===== src/rtl/envelope_sequencer_pkg.sv =====
// Shared types and constants for the envelope sequencer: voice configuration,
// per-voice envelope state and the saturating gain update.
package envelope_sequencer_pkg;

  localparam int N_OSC   = 4;
  localparam int ENV_LEN = 4;
  localparam int GAIN_W  = 32;
  localparam int TIME_W  = 16;
  localparam int STAGE_W = (ENV_LEN > 1) ? $clog2(ENV_LEN) : 1;
  localparam int VIDX_W  = (N_OSC > 1) ? $clog2(N_OSC) : 1;

  // rate is a signed two's-complement step; time_val counts samples
  typedef struct packed {
    logic [GAIN_W-1:0] rate;
    logic [TIME_W-1:0] time_val;
  } envelope_t;

  typedef struct packed {
    envelope_t [N_OSC-1:0][ENV_LEN-1:0] envelopes;
  } synth_t;

  typedef enum logic [1:0] {
    IDLE    = 2'd0,
    RUN     = 2'd1,
    SUSTAIN = 2'd2
  } env_phase_t;

  typedef struct packed {
    env_phase_t         phase;
    logic [STAGE_W-1:0] stage;
    logic [TIME_W-1:0]  remaining;
    logic [GAIN_W-1:0]  gain;
    logic               gate_q;
  } env_voice_t;

  typedef enum logic [1:0] {
    WAIT = 2'd0,
    SCAN = 2'd1,
    FIN  = 2'd2
  } seq_state_t;

  // A carry out of the one-bit-wider sum means overflow for a positive rate
  // and underflow for a negative one.
  function automatic logic [GAIN_W-1:0] sat_add(input logic [GAIN_W-1:0] g_in,
                                                input logic [GAIN_W-1:0] r_in);
    logic [GAIN_W:0] sum;
    sum = {1'b0, g_in} + {r_in[GAIN_W-1], r_in};
    if (sum[GAIN_W]) begin
      return r_in[GAIN_W-1] ? '0 : '1;
    end
    return sum[GAIN_W-1:0];
  endfunction

endpackage


===== src/rtl/envelope_sequencer_step.sv =====
// Combinational single-voice envelope update, shared by all voices through the
// scan index of the sequencer.
module envelope_sequencer_step
  import envelope_sequencer_pkg::*;
(
  input  env_voice_t               cur,
  input  logic                     g,
  input  envelope_t [ENV_LEN-1:0]  env,
  output env_voice_t               nxt
);

  logic [TIME_W-1:0] rem;

  always_comb begin
    nxt        = cur;
    nxt.gate_q = g;
    rem        = cur.remaining;
    if (g && !cur.gate_q) begin
      nxt.phase     = RUN;
      nxt.stage     = '0;
      nxt.remaining = env[0].time_val;
      nxt.gain      = '0;
    end else if (!g && cur.gate_q && (cur.phase != IDLE)) begin
      nxt.phase     = RUN;
      nxt.stage     = STAGE_W'(ENV_LEN-1);
      nxt.remaining = env[ENV_LEN-1].time_val;
    end else if (cur.phase == RUN) begin
      // a zero-length stage falls straight through to the advance below
      if (rem != '0) begin
        nxt.gain = sat_add(cur.gain, env[cur.stage].rate);
        rem      = rem - TIME_W'(1);
      end
      nxt.remaining = rem;
      if (rem == '0) begin
        if (cur.stage == STAGE_W'(ENV_LEN-1)) begin
          nxt.phase = IDLE;
          nxt.gain  = '0;
          nxt.stage = '0;
        end else if (cur.stage == STAGE_W'(ENV_LEN-2)) begin
          nxt.phase = SUSTAIN;
        end else begin
          nxt.stage     = cur.stage + STAGE_W'(1);
          nxt.remaining = env[cur.stage + STAGE_W'(1)].time_val;
        end
      end
    end
  end

endmodule


===== src/rtl/envelope_sequencer.sv =====
// Time-multiplexed envelope sequencer: on each sample tick, walks every voice
// once through the shared step datapath and flags completion with gain_valid.
//
// state | meaning
// WAIT  | idle, waiting for sample_tick
// SCAN  | updating voice v_q this cycle
// FIN   | all voices done; gain_valid asserted on exit
module envelope_sequencer
  import envelope_sequencer_pkg::*;
(
  input  logic                     clk,
  input  logic                     rstn,
  input  logic                     sample_tick,
  input  synth_t                   synth_cfg,
  input  logic [N_OSC-1:0]         gate,
  output logic [N_OSC*GAIN_W-1:0]  gain,
  output logic                     gain_valid,
  output logic [N_OSC-1:0]         active,
  output logic                     overrun
);

  seq_state_t              state_q, state_d;
  logic [VIDX_W-1:0]       v_q, v_d;
  env_voice_t [N_OSC-1:0]  voice_q, voice_d;
  logic                    gain_valid_q, gain_valid_d;
  logic                    overrun_q, overrun_d;
  env_voice_t              step_nxt;

  envelope_sequencer_step u_step (
    .cur (voice_q[v_q]),
    .g   (gate[v_q]),
    .env (synth_cfg.envelopes[v_q]),
    .nxt (step_nxt)
  );

  always_comb begin
    state_d      = state_q;
    v_d          = v_q;
    voice_d      = voice_q;
    gain_valid_d = 1'b0;
    overrun_d    = overrun_q;
    case (state_q)
      WAIT: begin
        if (sample_tick) begin
          state_d = SCAN;
          v_d     = '0;
        end
      end
      SCAN: begin
        voice_d[v_q] = step_nxt;
        if (sample_tick) overrun_d = 1'b1;
        if (v_q == VIDX_W'(N_OSC-1)) state_d = FIN;
        else                         v_d     = v_q + VIDX_W'(1);
      end
      FIN: begin
        gain_valid_d = 1'b1;
        state_d      = WAIT;
        if (sample_tick) overrun_d = 1'b1;
      end
      default: state_d = WAIT;
    endcase
  end

  always_ff @(posedge clk) begin
    if (!rstn) begin
      state_q      <= WAIT;
      v_q          <= '0;
      voice_q      <= '0;
      gain_valid_q <= 1'b0;
      overrun_q    <= 1'b0;
    end else begin
      state_q      <= state_d;
      v_q          <= v_d;
      voice_q      <= voice_d;
      gain_valid_q <= gain_valid_d;
      overrun_q    <= overrun_d;
    end
  end

  for (genvar i = 0; i < N_OSC; i++) begin : g_out
    assign gain[i*GAIN_W +: GAIN_W] = voice_q[i].gain;
    assign active[i]                = (voice_q[i].phase != IDLE);
  end

  assign gain_valid = gain_valid_q;
  assign overrun    = overrun_q;

endmodule


===== config.mk =====
export PLATFORM = sky130hd
export DESIGN_NAME = envelope_sequencer
export DESIGN_NICKNAME = d
export VERILOG_FILES = /design/src/rtl/envelope_sequencer_pkg.sv /design/src/rtl/envelope_sequencer_step.sv /design/src/rtl/envelope_sequencer.sv
export SDC_FILE = /design/constraint.sdc
export NUM_CORES = 1
export LEC_CHECK = 0
export BUFFER_PORTS_ARGS = -buffer_cell sky130_fd_sc_hd__buf_2
export CORE_AREA = 2 2 355 357
export DETAILED_ROUTE_END_ITERATION = 16
export DIE_AREA = 0 0 357 359
export PLACE_DENSITY_LB_ADDON = 0.05
export REMOVE_ABC_BUFFERS = 1
export SLEW_MARGIN = 20
export SYNTH_ARGS = -nofsm -noshare
export SYNTH_HDL_FRONTEND = slang
export SYNTH_SLANG_ARGS = --single-unit

===== constraint.sdc =====
create_clock -name clk -period 14.08 [get_ports clk]
set_clock_uncertainty 0.2 [all_clocks]
set_input_delay 0.704 -clock clk [delete_from_list [all_inputs] [get_ports clk]]
set_output_delay 0.704 -clock clk [all_outputs]
set_load 0.05 [all_outputs]

## Yosys cells after proc, flatten, opt, wreduce, memory -nomap -nowiden

Index checks and enable logic that the tools add are counted.

| word-level totals | value |
|---|---|
| register bits | 218 |
| word-level logic and storage cells | 103 |

| operators by class | value |
|---|---|
| add/subtract/negate cells | 4 |
| $lt $le $gt $ge | 4 |
| equality and inequality tests | 9 |
| muxes and demuxes | 43 |
| reductions and logical operators | 19 |

Operator list:

| kind | number |
|---|---|
| $bmux 192 s2 | 1 |
| $bwmux 212 | 1 |
| $bmux 48 s2 | 2 |
| $mux 192 | 1 |
| $mux 32 | 6 |
| $mux 52 | 3 |
| $bmux 53 s2 | 1 |
| $demux 53 s2 | 1 |
| $mux 53 | 2 |
| $mux 16 | 6 |
| $mux 48 | 1 |
| $add 32x33->33 | 1 |
| $mux 20 | 1 |
| $mux 18 | 1 |
| $logic_not 16->1 | 1 |
| $reduce_bool 16->1 | 1 |
| $sub 16x1->16 const B | 1 |
| $reduce_bool 2->1 | 6 |
| $mux 2 | 5 |
| $lt 2x3->1 const B | 3 |
| $eq 2x2->1 const B | 4 |
| $pmux 2 s2 | 2 |
| $mux 1 | 7 |
| $ne 2x2->1 const B | 3 |
| other kinds (11) | 18 |

## Depth between registers and ports, before layout

| depth | value |
|---|---|
| depth after elaboration | 18 |
| depth in mapped cells | 27 |
| gate-level depth less buffers | 18 |

## Modules after synthesis

Synthesis repeated with hierarchy kept, for this count alone.

| second synthesis, totals | value |
|---|---|
| cells, all modules | 2073 |
| area total of the unflattened synthesis | 19635.1 sq um |

Modules (own cells, without submodules):

| module | times used | cells an instance | area each (sq um) |
|---|---|---|---|
| envelope_sequencer | 1 | 1398 | 14609.0 |
| envelope_sequencer_step | 1 | 675 | 5026.1 |

## Worst setup path after synthesis

Ideal clock, no wire load.

| path | value |
|---|---|
| kind | reg2reg |
| start point | register v_q[0] |
| end point | register voice_q, in the netlist gain[107] |
| library setup time | 0.117 ns |
| data arrival time | 7.248 ns |
| data required time | 13.763 ns |
| slack | 6.515 ns |
| stages on the path, launching flop included | 25 |
| period minus slack after synthesis | 7.565 ns |
| cells stage by stage | dfxtp_1 > buf_2 > buf_2 > buf_2 > clkbuf_1 > buf_2 > buf_2 > clkbuf_1 > buf_1 > mux4_2 > mux4_2 > ha_1 > fa_1 > a211oi_1 > o211ai_1 > and3b_1 > or4b_2 > a41oi_1 > or2_2 > clkbuf_1 > and2_1 > clkbuf_1 > a21boi_1 > o221a_1 > a22o_1 |

| on the way | value |
|---|---|
| cells in the longest elaborated chain, start to end | 18 |
| elaborated cells between the ends (all ways) | 44 |
| those cells by class | 2 x add/sub; 2 x order compare; 2 x eq/ne; 29 x mux; 9 x reduce/logical |

RTL lines:

| what | line | RTL |
|---|---|---|
| start, declared | envelope_sequencer.sv:23 | `logic [VIDX_W-1:0] v_q, v_d;` |
| start signal, assigned | envelope_sequencer.sv:73 | `v_q <= v_d;` |
| $bmux 192 s2 / $bmux 53 s2 (equally long branches) | envelope_sequencer.sv:32, envelope_sequencer.sv:30 |  |
| $mux 192 (implied by the code) / $mux 53 (equally long branches) | envelope_sequencer.sv:32, envelope_sequencer.sv:30 |  |
| $bmux 48 s2 | envelope_sequencer_step.sv:30 | `nxt.gain = sat_add(cur.gain, env[cur.stage].rate);` |
| $mux 48 (implied by the code) | envelope_sequencer_step.sv:30 |  |
| $add 32x33->33 | envelope_sequencer_pkg.sv:47 | `sum = {1'b0, g_in} + {r_in[GAIN_W-1], r_in};` |
| $mux 1 | envelope_sequencer_pkg.sv:48 | `if (sum[GAIN_W]) begin` |
| $mux 1 | envelope_sequencer_step.sv:29 | `if (rem != '0) begin` |
| $mux 1 | envelope_sequencer_step.sv:27 | `end else if (cur.phase == RUN) begin` |
| [... 2 more ...] | - |  |
| $mux 32 | envelope_sequencer_pkg.sv:51 | `return sum[GAIN_W-1:0];` |
| $mux 32 | envelope_sequencer_step.sv:29 |  |
| $mux 32 | envelope_sequencer_step.sv:35 | `if (cur.stage == STAGE_W'(ENV_LEN-1)) begin` |
| $mux 52 | envelope_sequencer_step.sv:34 | `if (rem == '0) begin` |
| $mux 52 | envelope_sequencer_step.sv:27 |  |
| $mux 32 | envelope_sequencer_step.sv:23 | `end else if (!g && cur.gate_q && (cur.phase != IDLE)) begin` |
| $mux 52 | envelope_sequencer_step.sv:18 | `if (g && !cur.gate_q) begin` |
| $bwmux 212 * | envelope_sequencer.sv:50 | `voice_d[v_q] = step_nxt;` |
| end signal, assigned | envelope_sequencer.sv:74 | `voice_q <= voice_d;` |
| end, declared | envelope_sequencer.sv:24 | `env_voice_t [N_OSC-1:0] voice_q, voice_d;` |

Mark *: on every way between the ends. The rest lies on a longest branch, timed or not. The select of a mux whose other input is x is not followed.
A chain may end at the register's enable or synchronous reset.

## Worst setup path after layout

| path | value |
|---|---|
| start point | register v_q[0] |
| end point | register voice_q, in the netlist gain[64] |

The elaborated chain is that of the path after synthesis.

==> flow_summary_export.csv <==
group,metric,value,unit
outcome,status,"completed",
logic_synthesis,synth_xor_area_frac,0.0132,
global_routing,grtUsageMet3,0.0304,
logic_synthesis,synthDominantCellAreaShare,0.343,
timing,setup_viol,0,
clocking,ctsResizeCount,0,
pwr,p_total,2.44,mW
worst_hold_path,worstHoldPathCells,3,
global_routing,antenna_found_initial,6,
timing,worst_slew_pin_slew,1.04,ns
placement,port_buffers,908,
routing,drt-initial-drc-count,993,
finish,multi_input_area,12700,µm²
routing,route.detailed.drc,0,
logic_synthesis,yosysSeqAreaShare,0.235,
critical_path,critPathKind,"reg -> reg",
routing,first_pass_iters,5,
timing,hold_viol,0,
routing,detail-route-antenna-nets,0,
floorplanning,coreArea,125000,µm²
placement,gp_congestion,0.853,
global_routing,grt_first_pass_wirelength,150000,µm
finish,finalNetCount,3272,
logic_synthesis,synthSimpleGateAreaFrac,0.0979,
logic_synthesis,synth_top_family_by_area,"multiplexers",
clocking,cts_setup_buffers,0,
finish,final_common_cell,"buf_2",
global_routing,grt_max_degree,82,
clocking,hold_buffers,0,
floorplanning,placementRows,130,
logic_synthesis,yosysUniqueCellTypes,70,
routing,wl,107000,µm
clocking,cts_root_buffer,"clkbuf_16",
timing,fin_crit,8.15,ns
critical_path,crit_path_max_fanout,81,
logic_synthesis,async_flop_share,0,
logic_synthesis,yosys-top-cells-area,"mux4_2 34%, dfxtp_1 23%, buf_4 5.3%, a22o_1 4.9%, o21ai_0 3.4%",
logic_synthesis,postSynthCellCount,1751,
critical_path,cp.arrival,8.43,ns
run,maxCapViolCount,0,
clocking,cts_tree,"done",
logic_synthesis,synth_mux_area_frac,0.363,
routing,vias,18281,
floorplanning,start_util,0.149,
clocking,clock_latency,0.60,ns
global_routing,met1_usage,0.213,
logic_synthesis,synth_compound_area_frac,0.173,
critical_path,worstPathCellList,"mux2_2 > o21ai_0 > inv_6 > mux4_2 > mux4_2 > ha_1 > fa_1 > a211oi_1 > o211ai_1 > and3b_1 > or4b_2 > a41oi_1 > or2_2 > nand2_1 > o211ai_1 > a21oi_1 > a22o_1",
pwr,p_per_area,97.8,nW/µm²
timing,rsz0062_at_grt,"false",
logic_synthesis,synth-adder-area-share,0.0314,
pwr,ir_drop,0.0933,mV
floorplanning,io_pins,909,
logic_synthesis,yosys_warnings,0,
critical_path,setup.worst_path.start_class,"register",
logic_synthesis,synth_seq_cells,218,
clocking,cts_buffer_depth,3,
finish,area.sequential,4370,µm²
critical_path,slowest_delay,0.79,ns
timing,finalCritPeriodShare,0.579,
finish,final_cell_mix,"908 x buf_2, 283 x mux4_2, 216 x dfxtp_1",
logic_synthesis,synth_enable_flop_cells,0,
clocking,cts.sinks,218,
global_routing,grt-ovfl-total,0,
logic_synthesis,avgSynthCellArea,10.6,µm²
global_routing,top_usage_layer,"met2",
routing,avgViaCountPerCell,4.43,
pwr,leakagePower,10.2,nW
floorplanning,fp.dieH,359,µm
timing,max_freq,0.123,GHz
finish,drive_gt1_frac,0.532,
timing,drv_slew,0,
critical_path,cp-end-kind,"register",
floorplanning,dieArea,128000,µm²
global_routing,grt_use_total,0.161,
finish,syn2layout_area_growth,34.3,%
global_routing,grtUsageMet2,0.275,
finish,fillerInstances,13864,
floorplanning,fp.dieW,357,µm
logic_synthesis,synth.cell_area,18600,µm²
clocking,cts-htree-levels,1,
worst_hold_path,hold_class,"in -> reg",
routing,wl_per_cell,26.0,µm
clocking,clk_pin_slew,0.06,ns
clocking,cts_made_buffers,30,
critical_path,reg2reg_depth,17,
critical_path,critPathSlowestCell,"dfxtp_4",
placement,post-dp-hpwl,84300,µm
timing,slew_headroom,0.304,
global_routing,grt_pass1_vias,19969,
finish,final_core_util,0.200,
logic_synthesis,yosysTopAreaCell,"mux4_2",
logic_synthesis,synth_ff_type,"dfxtp_1",
timing,whs,0.221,ns
critical_path,cp.required,14.37,ns
[report_power, final]
group	total, mW	internal, mW	switching [mW]
sequential	0.645	0.630	0.0151
clock	0.784	0.464	0.320
combinational	1.01	0.411	0.602
total	2.44	1.50	0.937
[state kept, by name, summed over array words and instances, names as in the netlist]
signal and cells:
state_q 2, v_q 2, gain 128, overrun 1, gain_valid 1, voice_q 84
[cell usage after synthesis (29+ instances only)]
master and count:
ha_1 45, buf_4 130, o21ai_0 128, clkbuf_1 101, a21oi_1 68, nor2_1 69
dfxtp_1 218, mux4_2 283, buf_1 29, a22o_1 105, nand2_1 165
[stage by stage]
stage | setup WS, ns | TNS, ns | cells | area, µm²
2_1_floorplan | -4.08 | -561.72 | 1481 | 17100
3_3_place_gp | 5.85 | 0 | 4069 | 24000
3_5_place_dp | 5.77 | 0 | 4069 | 24000
4_1_cts | 5.74 | 0 | 4124 | 25000
5_1_grt | 5.33 | 0 | 4126 | 25000
6_report | 5.93 | 0 | 4127 | 25000
[kinds of logic (layout without fill, tap and decap cells)]
kind of cell / after synthesis / after routing
AOI/OAI and AO/OA: 474 / 474
and+or+nand+nor: 381 / 381
muxes: 310 / 310
buffers and inverters: 294 / 1017
DFF: 218 / 218
adders and majority gates: 46 / 46
xor gates and xnor gates: 28 / 28
other: 0 / 3
[cell type report]
type                    count  share of cell area
diodes                      3            0.000301
repair buffers            938               0.191
clock buffers              43              0.0348
flip-flops and latches    218               0.175
clock inverters            12             0.00521
multi-input cells        1239               0.507
inverters                  24             0.00386
well taps                1650              0.0827
[critical path: cells and delay by family (launching register included)]
| kind | cells | cell delay [ns] |
|---|---|---|
| mux | 3 | 1.36 |
| fa+ha+maj | 2 | 0.78 |
| flops | 1 | 0.79 |
| simple gates | 4 | 1.81 |
| buf+inv | 1 | 0.47 |
| compound gates | 7 | 2.50 |
[routing by layer]
layer | routed length [µm] | vias up
li1 | - | 8225
met1 | 47700 | 9356
met2 | 51800 | 627
met3 | 6170 | 71
met4 | 1630 | 2
met5 | 13 | -
[worst paths after layout]
| path | startpoint | to | slack [ns] |
|---|---|---|---|
| setup / recovery | v_q[0]$_SDFFE_PN0P_ | gain[64]$_SDFFE_PN0P_ | 5.93 |
| hold / removal | sample_tick | overrun$_SDFFE_PN0P_ | 0.22 |
| setup reg to reg | v_q[0]$_SDFFE_PN0P_ | gain[64]$_SDFFE_PN0P_ | 5.93 |
| hold reg to reg | voice_q[143]$_SDFFE_PN0P_ | voice_q[143]$_SDFFE_PN0P_ | 0.25 |
(Power assumes the default switching activity.)
